File: src/rtl/router_pkg.sv
// Shared types for the router input path: FSM state encoding, default channel count
// and the address-width helper used to size channel addresses.
package router_pkg;

  typedef enum logic [3:0] {
    StDa   = 4'd0,
    StLfd  = 4'd1,
    StLd   = 4'd2,
    StWte  = 4'd3,
    StCpe  = 4'd4,
    StLp   = 4'd5,
    StFfs  = 4'd6,
    StLaf  = 4'd7,
    StDrop = 4'd8
  } state_e;

  localparam int unsigned NumChDefault = 3;

  // A channel address is always at least one bit wide.
  function automatic int unsigned addr_width(int unsigned num_ch);
    return (num_ch > 2) ? $clog2(num_ch) : 1;
  endfunction

endpackage

File: src/rtl/router_fsm_nch_if.sv
// Handshake bundle between the input register/parity block, the channel FIFOs and the
// router input FSM. The slave modport is the FSM side.
interface router_fsm_nch_if #(
  parameter int unsigned NUM_CH = router_pkg::NumChDefault,
  parameter int unsigned DATA_W = 8
);
  localparam int unsigned ADDR_W = router_pkg::addr_width(NUM_CH);

  logic              pkt_valid;
  logic [DATA_W-1:0] data_in;
  logic              fifo_full;
  logic [NUM_CH-1:0] fifo_empty;
  logic [NUM_CH-1:0] soft_reset;
  logic              parity_done;
  logic              low_packet_valid;

  logic [ADDR_W-1:0] dest_addr;
  logic              write_enb_reg;
  logic              detect_add;
  logic              lfd_state;
  logic              ld_state;
  logic              laf_state;
  logic              full_state;
  logic              rst_int_reg;
  logic              drop_state;
  logic              pkt_dropped;
  logic              busy;

  modport master (
    output pkt_valid, data_in, fifo_full, fifo_empty, soft_reset, parity_done,
           low_packet_valid,
    input  dest_addr, write_enb_reg, detect_add, lfd_state, ld_state, laf_state,
           full_state, rst_int_reg, drop_state, pkt_dropped, busy
  );

  modport slave (
    input  pkt_valid, data_in, fifo_full, fifo_empty, soft_reset, parity_done,
           low_packet_valid,
    output dest_addr, write_enb_reg, detect_add, lfd_state, ld_state, laf_state,
           full_state, rst_int_reg, drop_state, pkt_dropped, busy
  );

endinterface

File: src/rtl/router_addr_decode.sv
// Channel address decoder: one-hot channel select plus legality flag. Shared with the
// synchroniser so both agree on which addresses exist.
module router_addr_decode #(
  parameter int unsigned NumCh = 3,
  parameter int unsigned AddrW = 2
) (
  input  logic [AddrW-1:0] addr_i,
  output logic             legal_o,
  output logic [NumCh-1:0] sel_o
);

  always_comb begin
    sel_o = '0;
    for (int unsigned i = 0; i < NumCh; i++) begin
      sel_o[i] = (32'(addr_i) == i);
    end
  end

  // An address with no matching channel is out of range.
  assign legal_o = |sel_o;

endmodule

File: src/rtl/router_fsm_nch.sv
// N-channel router input controller FSM with illegal-address drop path.
// Optional wait-till-empty timeout enabled by defining ROUTER_FSM_WTE_TIMEOUT_EN.
module router_fsm_nch
  import router_pkg::*;
#(
  parameter int unsigned NUM_CH      = NumChDefault,
  parameter int unsigned DATA_W      = 8,
  parameter int unsigned WTE_TIMEOUT = 255
) (
  input logic             clock,
  input logic             resetn,
  router_fsm_nch_if.slave bus
);

  localparam int unsigned ADDR_W = addr_width(NUM_CH);

  state_e            state_q, state_d;
  logic [ADDR_W-1:0] dest_addr_q, dest_addr_d;
  logic              pkt_dropped_q, pkt_dropped_d;
  logic [ADDR_W-1:0] hdr_addr;
  logic              hdr_legal, dest_legal;
  logic [NUM_CH-1:0] hdr_sel, dest_sel;
  logic              hdr_empty, dest_empty, dest_srst;
  logic              wte_expired;

  assign hdr_addr = bus.data_in[ADDR_W-1:0];

  router_addr_decode #(
    .NumCh (NUM_CH),
    .AddrW (ADDR_W)
  ) u_hdr_decode (
    .addr_i  (hdr_addr),
    .legal_o (hdr_legal),
    .sel_o   (hdr_sel)
  );

  router_addr_decode #(
    .NumCh (NUM_CH),
    .AddrW (ADDR_W)
  ) u_dest_decode (
    .addr_i  (dest_addr_q),
    .legal_o (dest_legal),
    .sel_o   (dest_sel)
  );

  assign hdr_empty  = |(bus.fifo_empty & hdr_sel);
  assign dest_empty = |(bus.fifo_empty & dest_sel);
  assign dest_srst  = |(bus.soft_reset & dest_sel);

  logic unused_bits;
  assign unused_bits = ^{bus.data_in[DATA_W-1:ADDR_W], dest_legal};

`ifdef ROUTER_FSM_WTE_TIMEOUT_EN
  localparam int unsigned CntRaw = $clog2(WTE_TIMEOUT + 1);
  localparam int unsigned CntW   = (CntRaw < 8) ? 8 : ((CntRaw > 16) ? 16 : CntRaw);

  logic [CntW-1:0] wte_cnt_q, wte_cnt_d;

  // Counter reads 0 on the first WTE cycle, so WTE lasts exactly WTE_TIMEOUT cycles.
  assign wte_expired = (wte_cnt_q == CntW'(WTE_TIMEOUT - 1));
  assign wte_cnt_d   = (state_q == StWte && state_d == StWte) ? wte_cnt_q + 1'b1 : '0;

  always_ff @(posedge clock) begin
    if (!resetn) begin
      wte_cnt_q <= '0;
    end else begin
      wte_cnt_q <= wte_cnt_d;
    end
  end
`else
  logic [31:0] unused_timeout;
  assign unused_timeout = WTE_TIMEOUT;
  assign wte_expired    = 1'b0;
`endif

  always_comb begin
    state_d     = state_q;
    dest_addr_d = dest_addr_q;
    unique case (state_q)
      StDa: begin
        if (bus.pkt_valid) begin
          dest_addr_d = hdr_addr;
          if (!hdr_legal)     state_d = StDrop;
          else if (hdr_empty) state_d = StLfd;
          else                state_d = StWte;
        end
      end
      StLfd: state_d = StLd;
      StLd: begin
        if (bus.fifo_full)       state_d = StFfs;
        else if (!bus.pkt_valid) state_d = StLp;
      end
      StFfs: if (!bus.fifo_full) state_d = StLaf;
      StLaf: begin
        if (bus.parity_done)           state_d = StDa;
        else if (bus.low_packet_valid) state_d = StLp;
        else                           state_d = StLd;
      end
      StLp:  state_d = StCpe;
      StCpe: state_d = bus.fifo_full ? StFfs : StDa;
      StWte: begin
        if (dest_empty)       state_d = StLfd;
        else if (wte_expired) state_d = StDrop;
      end
      StDrop: if (!bus.pkt_valid) state_d = StDa;
      default: state_d = StDa;
    endcase
    // Channel soft reset abandons the packet from any loading state.
    if (dest_srst && state_q != StDa && state_q != StDrop) begin
      state_d = StDa;
    end
  end

  assign pkt_dropped_d = (state_d == StDrop) && (state_q != StDrop);

  always_ff @(posedge clock) begin
    if (!resetn) begin
      state_q       <= StDa;
      dest_addr_q   <= '0;
      pkt_dropped_q <= 1'b0;
    end else begin
      state_q       <= state_d;
      dest_addr_q   <= dest_addr_d;
      pkt_dropped_q <= pkt_dropped_d;
    end
  end

  assign bus.dest_addr     = dest_addr_q;
  assign bus.pkt_dropped   = pkt_dropped_q;
  assign bus.detect_add    = (state_q == StDa);
  assign bus.lfd_state     = (state_q == StLfd);
  assign bus.ld_state      = (state_q == StLd);
  assign bus.laf_state     = (state_q == StLaf);
  assign bus.full_state    = (state_q == StFfs);
  assign bus.rst_int_reg   = (state_q == StCpe);
  assign bus.drop_state    = (state_q == StDrop);
  assign bus.write_enb_reg = (state_q == StLd) || (state_q == StLp) || (state_q == StLaf);
  assign bus.busy          = !((state_q == StLd) || (state_q == StDa));

endmodule

File: src/flat_wrapper.sv
// flat-port wrapper written by rule: the top's interface ports become plain ports
module router_fsm_nch_flat import router_pkg::*;
#(
  parameter int unsigned NUM_CH      = NumChDefault,
  parameter int unsigned DATA_W      = 8,
  parameter int unsigned WTE_TIMEOUT = 255
)
  (clock, resetn, bus_pkt_valid, bus_data_in, bus_fifo_full, bus_fifo_empty, bus_soft_reset, bus_parity_done, bus_low_packet_valid, bus_dest_addr, bus_write_enb_reg, bus_detect_add, bus_lfd_state, bus_ld_state, bus_laf_state, bus_full_state, bus_rst_int_reg, bus_drop_state, bus_pkt_dropped, bus_busy);
  router_fsm_nch_if #(.NUM_CH(NUM_CH), .DATA_W(DATA_W)) bus_i ();
  input logic clock;
  input logic resetn;
  input wire logic [$bits(bus_i.pkt_valid)-1:0] bus_pkt_valid;
  input wire logic [$bits(bus_i.data_in)-1:0] bus_data_in;
  input wire logic [$bits(bus_i.fifo_full)-1:0] bus_fifo_full;
  input wire logic [$bits(bus_i.fifo_empty)-1:0] bus_fifo_empty;
  input wire logic [$bits(bus_i.soft_reset)-1:0] bus_soft_reset;
  input wire logic [$bits(bus_i.parity_done)-1:0] bus_parity_done;
  input wire logic [$bits(bus_i.low_packet_valid)-1:0] bus_low_packet_valid;
  output wire logic [$bits(bus_i.dest_addr)-1:0] bus_dest_addr;
  output wire logic [$bits(bus_i.write_enb_reg)-1:0] bus_write_enb_reg;
  output wire logic [$bits(bus_i.detect_add)-1:0] bus_detect_add;
  output wire logic [$bits(bus_i.lfd_state)-1:0] bus_lfd_state;
  output wire logic [$bits(bus_i.ld_state)-1:0] bus_ld_state;
  output wire logic [$bits(bus_i.laf_state)-1:0] bus_laf_state;
  output wire logic [$bits(bus_i.full_state)-1:0] bus_full_state;
  output wire logic [$bits(bus_i.rst_int_reg)-1:0] bus_rst_int_reg;
  output wire logic [$bits(bus_i.drop_state)-1:0] bus_drop_state;
  output wire logic [$bits(bus_i.pkt_dropped)-1:0] bus_pkt_dropped;
  output wire logic [$bits(bus_i.busy)-1:0] bus_busy;
  assign bus_i.pkt_valid = bus_pkt_valid;
  assign bus_i.data_in = bus_data_in;
  assign bus_i.fifo_full = bus_fifo_full;
  assign bus_i.fifo_empty = bus_fifo_empty;
  assign bus_i.soft_reset = bus_soft_reset;
  assign bus_i.parity_done = bus_parity_done;
  assign bus_i.low_packet_valid = bus_low_packet_valid;
  assign bus_dest_addr = bus_i.dest_addr;
  assign bus_write_enb_reg = bus_i.write_enb_reg;
  assign bus_detect_add = bus_i.detect_add;
  assign bus_lfd_state = bus_i.lfd_state;
  assign bus_ld_state = bus_i.ld_state;
  assign bus_laf_state = bus_i.laf_state;
  assign bus_full_state = bus_i.full_state;
  assign bus_rst_int_reg = bus_i.rst_int_reg;
  assign bus_drop_state = bus_i.drop_state;
  assign bus_pkt_dropped = bus_i.pkt_dropped;
  assign bus_busy = bus_i.busy;
  router_fsm_nch #(.NUM_CH(NUM_CH), .DATA_W(DATA_W), .WTE_TIMEOUT(WTE_TIMEOUT)) u_core (.clock(clock), .resetn(resetn), .bus(bus_i));
endmodule
File: config.mk
export PLATFORM = sky130hd
export DESIGN_NAME = router_fsm_nch_flat
export DESIGN_NICKNAME = d
export VERILOG_FILES = /design/src/rtl/router_pkg.sv /design/src/rtl/router_fsm_nch_if.sv /design/src/rtl/router_addr_decode.sv /design/src/rtl/router_fsm_nch.sv /design/src/flat_wrapper.sv
export SDC_FILE = /design/constraint.sdc
export NUM_CORES = 1
export LEC_CHECK = 0
export ABC_CLOCK_PERIOD_IN_PS = 3220
export CELL_PAD_IN_SITES_DETAIL_PLACEMENT = 0
export CELL_PAD_IN_SITES_GLOBAL_PLACEMENT = 1
export CORE_AREA = 3 3 40 42
export CTS_BUF_LIST = sky130_fd_sc_hd__clkbuf_2
export DETAILED_ROUTE_END_ITERATION = 10
export DIE_AREA = 0 0 43 45
export DONT_BUFFER_PORTS = 1
export GPL_ROUTABILITY_DRIVEN = 0
export PLACE_DENSITY_LB_ADDON = 0.1
export SLEW_MARGIN = 20
export SYNTH_ARGS = -nofsm -noshare
export SYNTH_HDL_FRONTEND = slang
export SYNTH_SLANG_ARGS = --single-unit
File: constraint.sdc
create_clock -name clock -period 3.22 [get_ports clock]
set_input_delay 0.644 -clock clock [delete_from_list [all_inputs] [get_ports clock]]
set_output_delay 0.644 -clock clock [all_outputs]
set_load 0.02 [all_outputs]
## After elaboration in Yosys (flattened, before gate mapping)

Index checks and enable logic that the tools add are counted.

| storage, ports and cells | value |
|---|---|
| bits in registers | 7 |
| bits of input ports | 20 |
| word-level logic and storage cells | 49 |

| cells by class | value |
|---|---|
| equal/unequal tests | 14 |
| muxes and demuxes | 13 |
| bitwise operators | 3 |
| reduce and logical (&&, ||, !) cells | 16 |

Operators by type and width:

| operator | count |
|---|---|
| $mux 4 | 9 |
| $pmux 4 s9 | 1 |
| $eq 4x3->1 const B | 4 |
| $reduce_or 3->1 | 4 |
| $and 3x3->3 | 3 |
| $eq 4x2->1 const B | 2 |
| $eq 4x4->1 const B | 2 |
| $mux 3 | 2 |
| $eq 2x1->1 const B | 2 |
| $eq 2x2->1 const B | 2 |
| $eq 4x1->1 const B | 1 |
| $logic_not 2->1 | 2 |
| $logic_not 4->1 | 1 |
| $ne 4x4->1 const B | 1 |
| $reduce_bool 4->1 | 1 |
| $logic_and 1x1->1 | 3 |
| $logic_or 1x1->1 | 3 |
| $mux 2 | 1 |
| $reduce_and 2->1 | 1 |
| $logic_not 1->1 | 1 |

## Longest topological paths before layout

Gate-level depths: netlist of the first run.

| logic depth | value |
|---|---|
| depth in word-level cells | 10 |
| gate-level depth with buffers | 5 |
| depth with buffers taken out | 4 |

## By module

A second synthesis of the first run with hierarchy kept.

| unflattened totals | value |
|---|---|
| cells, all modules | 75 |
| area total of the unflattened synthesis | 540.5 um^2 |

By module, submodules not included:

| module | instances | cells each | area an instance (um^2) | sequential area each (um^2) |
|---|---|---|---|---|
| router_fsm_nch | 1 | 67 | 495.5 | 140.1 |
| router_addr_decode | 2 | 4 | 22.5 | 0.0 |

## Worst setup path before layout of the first run

No wires, ideal clock.

| path | value |
|---|---|
| path type | register to output |
| from | register u_core.state_q[3] |
| to | output port bus_rst_int_reg |
| data arrival time | 1.125 ns |
| setup slack | 1.451 ns |
| stages on the path, launching flop included | 4 |
| buffers on the path | 1 |
| cells stage by stage | dfxtp_1 > clkbuf_1 > nand2b_1 > nor3_1 |

| between the ends | value |
|---|---|
| word-level cells in the longest chain between the ends | 1 |

RTL lines:

| item | line | text |
|---|---|---|
| from (decl) | router_fsm_nch.sv:17 | `state_e state_q, state_d;` |
| from (signal assigned) | router_fsm_nch.sv:118 | `state_q <= StDa;` |
| from (signal assigned) | router_fsm_nch.sv:122 | `state_q <= state_d;` |
| $eq 4x3->1 | router_fsm_nch.sv:135 | `assign bus.rst_int_reg = (state_q == StCpe);` |
| to (decl) | flat_wrapper.sv:26 | `output wire logic [$bits(bus_i.rst_int_reg)-1:0] bus_rst_int_reg;` |

No other way between the ends.

## Final worst setup path of the first run

| path | value |
|---|---|
| from | register u_core.state_q[2] |
| to | output port bus_rst_int_reg |

The elaborated chain is that of the path after synthesis.

==> out/qor.txt, run 1 <==
Tmin final = 2220 ps
Initial Utilization = 0.421
Cell family with most CP delay = simple AND/OR/NAND/NOR gates
Internal Power = 0.182 mW
CP max FO = 14
Via count = 526
Vias/cell = 6.12
Crit path buf inv count = 0
Syn_nets = 91
RSZ-0062 raised after global routing = no
Cell Area, Synth = 541 um^2
P_leak = 0.180 nW
Total GRT Usage = 0.145
Placeable Area = 1280 um^2
Sequential power share = 0.409
Final Slew Violations = 0
Setup Skew = 3.71 ps
Max Clk Rate = 0.450 GHz
Clock transition at the registers of the reported paths = 80 ps
Clock network power share = 0.202
Die area = 1940 um^2
Fin crit share = 0.690
Switching share of power = 0.448
Slew headroom = 0.432
Clock latency on the worst-skew pair = 230 ps
Final Net Count = 92
R2r endpoint = u_core.state_q[1]$_SDFF_PN0_
Gate power share = 0.388
CTS max path bufs = 2
Rows = 13
CTS HTree Levels = 1
Drt wl/cell = 15.5 um
Crit path kind = flop to output port
Total placed instance area = 534 um^2
Antenna Nets Post-Route = 0
Num CTS Buffers = 3
Root buf cell = clkbuf_2
Port bufs = 0
CP arrival = 1580 ps
HPWL after DPL = 1020 um
Resized Gates After CTS = 0
Critical path, cell by cell = nand2b_1 > nor3_1
Die height = 45 um
Final setup viols = 0
Hold worst-path end = u_core.bus.dest_addr[0]$_SDFFE_PN0P_
Synthesized flop and latch total = 7
Slowest cell on crit path = dfxtp_1
Power Density = 593 nW/um^2
Drt pass-1 iters = 4
Post-Layout Inst Area = 554 um^2
GRT overflow = 0
YS warnings = 0
Most common cell after layout, fill and taps aside = nand2_1
Worst Hold Depth = 1
Worst slew pin tran = 845 ps
Synthesis-to-finish area growth = 2.55%
P_sw = 0.147 mW
Number of hold buffers added after CTS = 0
Final hold viol count = 0
Diodes inserted = 0
TNS Setup = 0 ps
Largest net degree at the start of global routing = 15
Final WL = 1340 um
Initial DRC count = 22
Seq/Total Area, Yosys = 0.259
Slowest stage delay, CP = 640 ps
Most frequent cells in the layout = nand2_1, dfxtp_1, nor3_1, a21oi_1
Initial antenna violation count = 0
Min-delay src = resetn
Hold Crit Class = input port to flop
Flop-to-flop setup slack = 1380 ps
Netlist cell types = 31
Reg2reg start = u_core.state_q[2]$_SDFF_PN0_
Clock tree from TritonCTS = built
# clock sinks = 7
Die Wd = 43 um
Maximum vdd drop = 0.181 mV
First-pass GRT wire length = 2170 um
CP startpoint kind = flop
Status = finished clean
Max-cap violations = 0
Endpoint type of the worst setup path = output port
Cell count after synthesis = 71
Share of cells above drive strength 1 = 0.169
Ports = 32
Vias in the first global route = 502
WP data required = 2580 ps
R2R depth = 4
Syn Area/Cell = 7.61 um^2
# DRC = 0
Post-CTS setup buffers = 0
-- sequential cells by signal, summed over array words and instances (netlist names) --
register	cells
u_core.bus.pkt_dropped	1
u_core.bus.dest_addr	2
u_core.state_q	4
-- worst max path at each step --
stage / to / cells past startpoint / start
finish: bus_rst_int_reg / 2 / u_core.state_q[2]$_SDFF_PN0_
global route: bus_rst_int_reg / 2 / u_core.state_q[2]$_SDFF_PN0_
CTS: bus_rst_int_reg / 2 / u_core.state_q[2]$_SDFF_PN0_
detailed placement: bus_rst_int_reg / 2 / u_core.state_q[2]$_SDFF_PN0_
global placement: bus_rst_int_reg / 2 / u_core.state_q[2]$_SDFF_PN0_
floorplan: bus_rst_int_reg / 3 / u_core.state_q[3]$_SDFF_PN0_
-- cell usage after synthesis --
| cell | count | area share |
|---|---|---|
| a31oi_1 | 3 | 0.035 |
| a221oi_2 | 1 | 0.028 |
| mux2_4 | 1 | 0.028 |
| o21ai_2 | 2 | 0.032 |
| or4_1 | 1 | 0.014 |
| nor4_2 | 1 | 0.023 |
| nor2b_1 | 4 | 0.046 |
| o2111ai_1 | 2 | 0.032 |
| nand2_1 | 8 | 0.056 |
| nor3b_1 | 2 | 0.028 |
| nand3b_1 | 1 | 0.014 |
| o21a_1 | 1 | 0.014 |
| and2_1 | 1 | 0.012 |
| dfxtp_1 | 7 | 0.26 |
| and2_4 | 2 | 0.032 |
| o21ai_1 | 1 | 0.0093 |
| o21ai_0 | 2 | 0.019 |
| a21boi_1 | 1 | 0.014 |
| nor3_1 | 6 | 0.056 |
| buf_2 | 2 | 0.019 |
| or3_1 | 1 | 0.012 |
| nor2_1 | 3 | 0.021 |
| inv_2 | 1 | 0.0069 |
| nand2b_1 | 4 | 0.046 |
| mux2i_1 | 1 | 0.019 |
| inv_1 | 2 | 0.014 |
| o32ai_1 | 1 | 0.016 |
| a21oi_1 | 6 | 0.056 |
| a211oi_1 | 1 | 0.014 |
| buf_6 | 1 | 0.021 |
| clkbuf_1 | 1 | 0.0069 |
-- per-stage QoR --
step / instances / power [mW] / util / setup WS, ps / hold slack [ps]
after floorplan: 71 / 0.251 / - / 1450 / 586
after global placement: 82 / 0.266 / 0.416 / 1270 / 624
after detailed placement: 82 / 0.266 / 0.416 / 1250 / 628
after CTS: 86 / 0.331 / 0.431 / 992 / 535
after global routing: 86 / 0.350 / 0.431 / 893 / 544
final: 86 / 0.329 / 0.431 / 999 / 534
-- power by group through the flow --
stage / combinational (mW) / clock (mW) / sequential [mW]
6_report: 0.128 / 0.0666 / 0.135
5_1_grt: 0.142 / 0.0697 / 0.138
4_1_cts: 0.129 / 0.0671 / 0.135
3_5_place_dp: 0.129 / 0 / 0.137
3_3_place_gp: 0.130 / 0 / 0.136
2_1_floorplan: 0.136 / 0 / 0.115
-- area by class of cell --
| cell class | instances | area, um^2 |
|---|---|---|
| clock buffers | 4 | 20.0 |
| flip-flops and latches | 7 | 140 |
| well taps | 15 | 18.8 |
| fillers | 131 | 731 |
| inverters | 3 | 11.3 |
| multi-input cells | 57 | 364 |
-- cell families (layout without fill, tap and decap cells) --
| group | Yosys count | in the layout | synth area share |
|---|---|---|---|
| compound gates | 21 | 21 | 0.269 |
| flops | 7 | 7 | 0.259 |
| mux | 2 | 2 | 0.0463 |
| buf+inv | 7 | 7 | 0.0671 |
| simple gates | 34 | 34 | 0.359 |
-- routing by layer --
metal,vias up,global-route usage,part of all wire,routed length (um)
met5,-,0,0,0
met4,0,0.0723,0.0075,10
met3,2,0.0199,0.084,112
met2,24,0.204,0.42,556
met1,239,0.216,0.49,657
li1,261,-,-,-
Note: power is estimated with default switching activity, not from simulation.
==> run 2, diff against run 1 <==
ABC_CLOCK_PERIOD_IN_PS = 1900   (was 3220)
CORE_AREA = unset   (was 3 3 40 42)
CORE_MARGIN = 3   (was unset)
CORE_UTILIZATION = 38   (was unset)
DIE_AREA = unset   (was 0 0 43 45)
clock period = 1.9 ns   (was 3.22 ns; I/O delays follow)
==> run 2 against run 1 <==
Clock power up 74%. Final cell count up 5.8%. Die area down 1.2%. Core utilization up 6.2 points. Largest cell class unchanged. Highest routed layer is now met3. Register-to-register slack worse by 920 ps. Critical path type unchanged. Worst hold slack worse by 280 ps.
==> out/qor.txt, run 2 (synthesis results as in run 1) <==
Post-Layout Inst Area = 601 um^2
Slew headroom = 0.730
Min-delay src = bus_data_in[1]
Flop-to-flop setup slack = 460 ps
# DRC = 0
Maximum vdd drop = 0.339 mV
Status = finished clean
CP max FO = 11
Endpoint type of the worst setup path = output port
Initial Utilization = 0.444
Vias in the first global route = 498
TNS Setup = 0 ps
Pre-CTS WS = 337 ps
WP data required = 1520 ps
Sequential power share = 0.372
Diodes inserted = 0
Die Wd = 43.7 um
Clock transition at the registers of the reported paths = 80 ps
Final setup viols = 0
Post-CTS setup buffers = 0
Num CTS Buffers = 3
Largest net degree at the start of global routing = 15
CP arrival = 1380 ps
Fin crit share = 0.925
Vias/cell = 5.85
Die height = 43.7 um
Gate power share = 0.435
Synthesis-to-finish area growth = 11.1%
Max Clk Rate = 0.569 GHz
Final worst setup slack = 142 ps
Hold Crit Class = input port to flop
R2R depth = 4
Final Slew Violations = 0
Max-cap violations = 0
Share of cells above drive strength 1 = 0.260
Total placed instance area = 578 um^2
Port bufs = 0
CP startpoint kind = flop
Max reg flops = 4
Initial antenna violation count = 0
Rows = 12
P_sw = 0.260 mW
Number of hold buffers added after CTS = 0
GRT overflow = 0
# clock sinks = 7
Tmin final = 1760 ps
First-pass GRT wire length = 2210 um
Clock latency on the worst-skew pair = 240 ps
Via count = 532
Initial DRC count = 26
Resized Gates After CTS = 0
Setup Skew = 11.8 ps
Switching share of power = 0.435
Internal Power = 0.338 mW
CP startpoint = u_core.state_q[0]$_SDFF_PN0_
Crit path to = bus_write_enb_reg
Final Non-Filler Cells = 91
CTS HTree Levels = 1
Ports = 32
Power, Total = 0.598 mW
Root buf cell = clkbuf_2
Most frequent cells in the layout = nand2_1, nor3_1, a21oi_1, buf_4, dfxtp_1
HPWL after DPL = 1020 um
Final Net Count = 98
Power Density = 996 nW/um^2
Drt pass-1 iters = 4
CTS max path bufs = 2
Final WL = 1360 um
Total GRT Usage = 0.155
R2r endpoint = u_core.bus.pkt_dropped$_SDFF_PN0_
Clock network power share = 0.194
Final hold viol count = 0
Most flops, register = u_core.state_q
Worst slew pin tran = 401 ps
P_leak = 0.212 nW
Drt wl/cell = 14.9 um
Reg2reg start = u_core.state_q[3]$_SDFF_PN0_
Crit path kind = flop to output port
Most common cell after layout, fill and taps aside = nand2_1
Antenna Nets Post-Route = 0
Die area = 1910 um^2
Clock tree from TritonCTS = built
Placeable Area = 1220 um^2
DP Cell Count = 87
RSZ-0062 raised after global routing = no
[run 2: cell count changes in the layout (fill, tap and decap cells not counted)]
cell	delta
dfxtp_2	+2
dfxtp_1	-2
buf_4	+6
[run 2: cell type report]
| type | instances | area (um^2) |
|---|---|---|
| fillers | 125 | 616 |
| repair buffers | 6 | 45.0 |
| clock buffers | 4 | 20.0 |
| flip-flops and latches | 7 | 143 |
| multi-input cells | 57 | 364 |
| well taps | 14 | 17.5 |
| inverters | 3 | 11.3 |
[run 2: routing by layer]
layer / up-vias / track usage / routed length, um
met5: - / 0 / 0
met4: 0 / 0.0181 / 0
met3: 0 / 0.0705 / 155
met2: 29 / 0.206 / 569
met1: 234 / 0.230 / 635
li1: 269 / - / -
[run 2: worst min path at each step]
stage                                      endpoint  cells after the start
6_report       u_core.bus.dest_addr[1]$_SDFFE_PN0P_                      2
5_1_grt        u_core.bus.dest_addr[1]$_SDFFE_PN0P_                      2
4_1_cts        u_core.bus.dest_addr[1]$_SDFFE_PN0P_                      2
3_5_place_dp   u_core.bus.dest_addr[1]$_SDFFE_PN0P_                      2
3_3_place_gp   u_core.bus.dest_addr[0]$_SDFFE_PN0P_                      1
2_1_floorplan  u_core.bus.dest_addr[0]$_SDFFE_PN0P_                      1
[run 2: per-stage QoR]
step | util | hold slack (ps)
6_report | 0.494 | 259
4_1_cts | 0.492 | 268
2_1_floorplan | - | 508
5_1_grt | 0.494 | 251
3_5_place_dp | 0.475 | 523
3_3_place_gp | 0.475 | 511
[run 2: power by group through the flow]
| stage | Combinational, mW | Clock, mW | Sequential (mW) |
|---|---|---|---|
| detailed placement | 0.260 | 0 | 0.223 |
| global route | 0.285 | 0.131 | 0.228 |
| CTS | 0.261 | 0.115 | 0.220 |
| floorplan | 0.231 | 0 | 0.195 |
| global placement | 0.260 | 0 | 0.225 |
| finish | 0.260 | 0.116 | 0.222 |
[run 2: critical path: stages (launching register included)]
cell	delay [ps]
dfxtp_1	430
nand2b_1	230
o21a_1	180
nor2_1	300
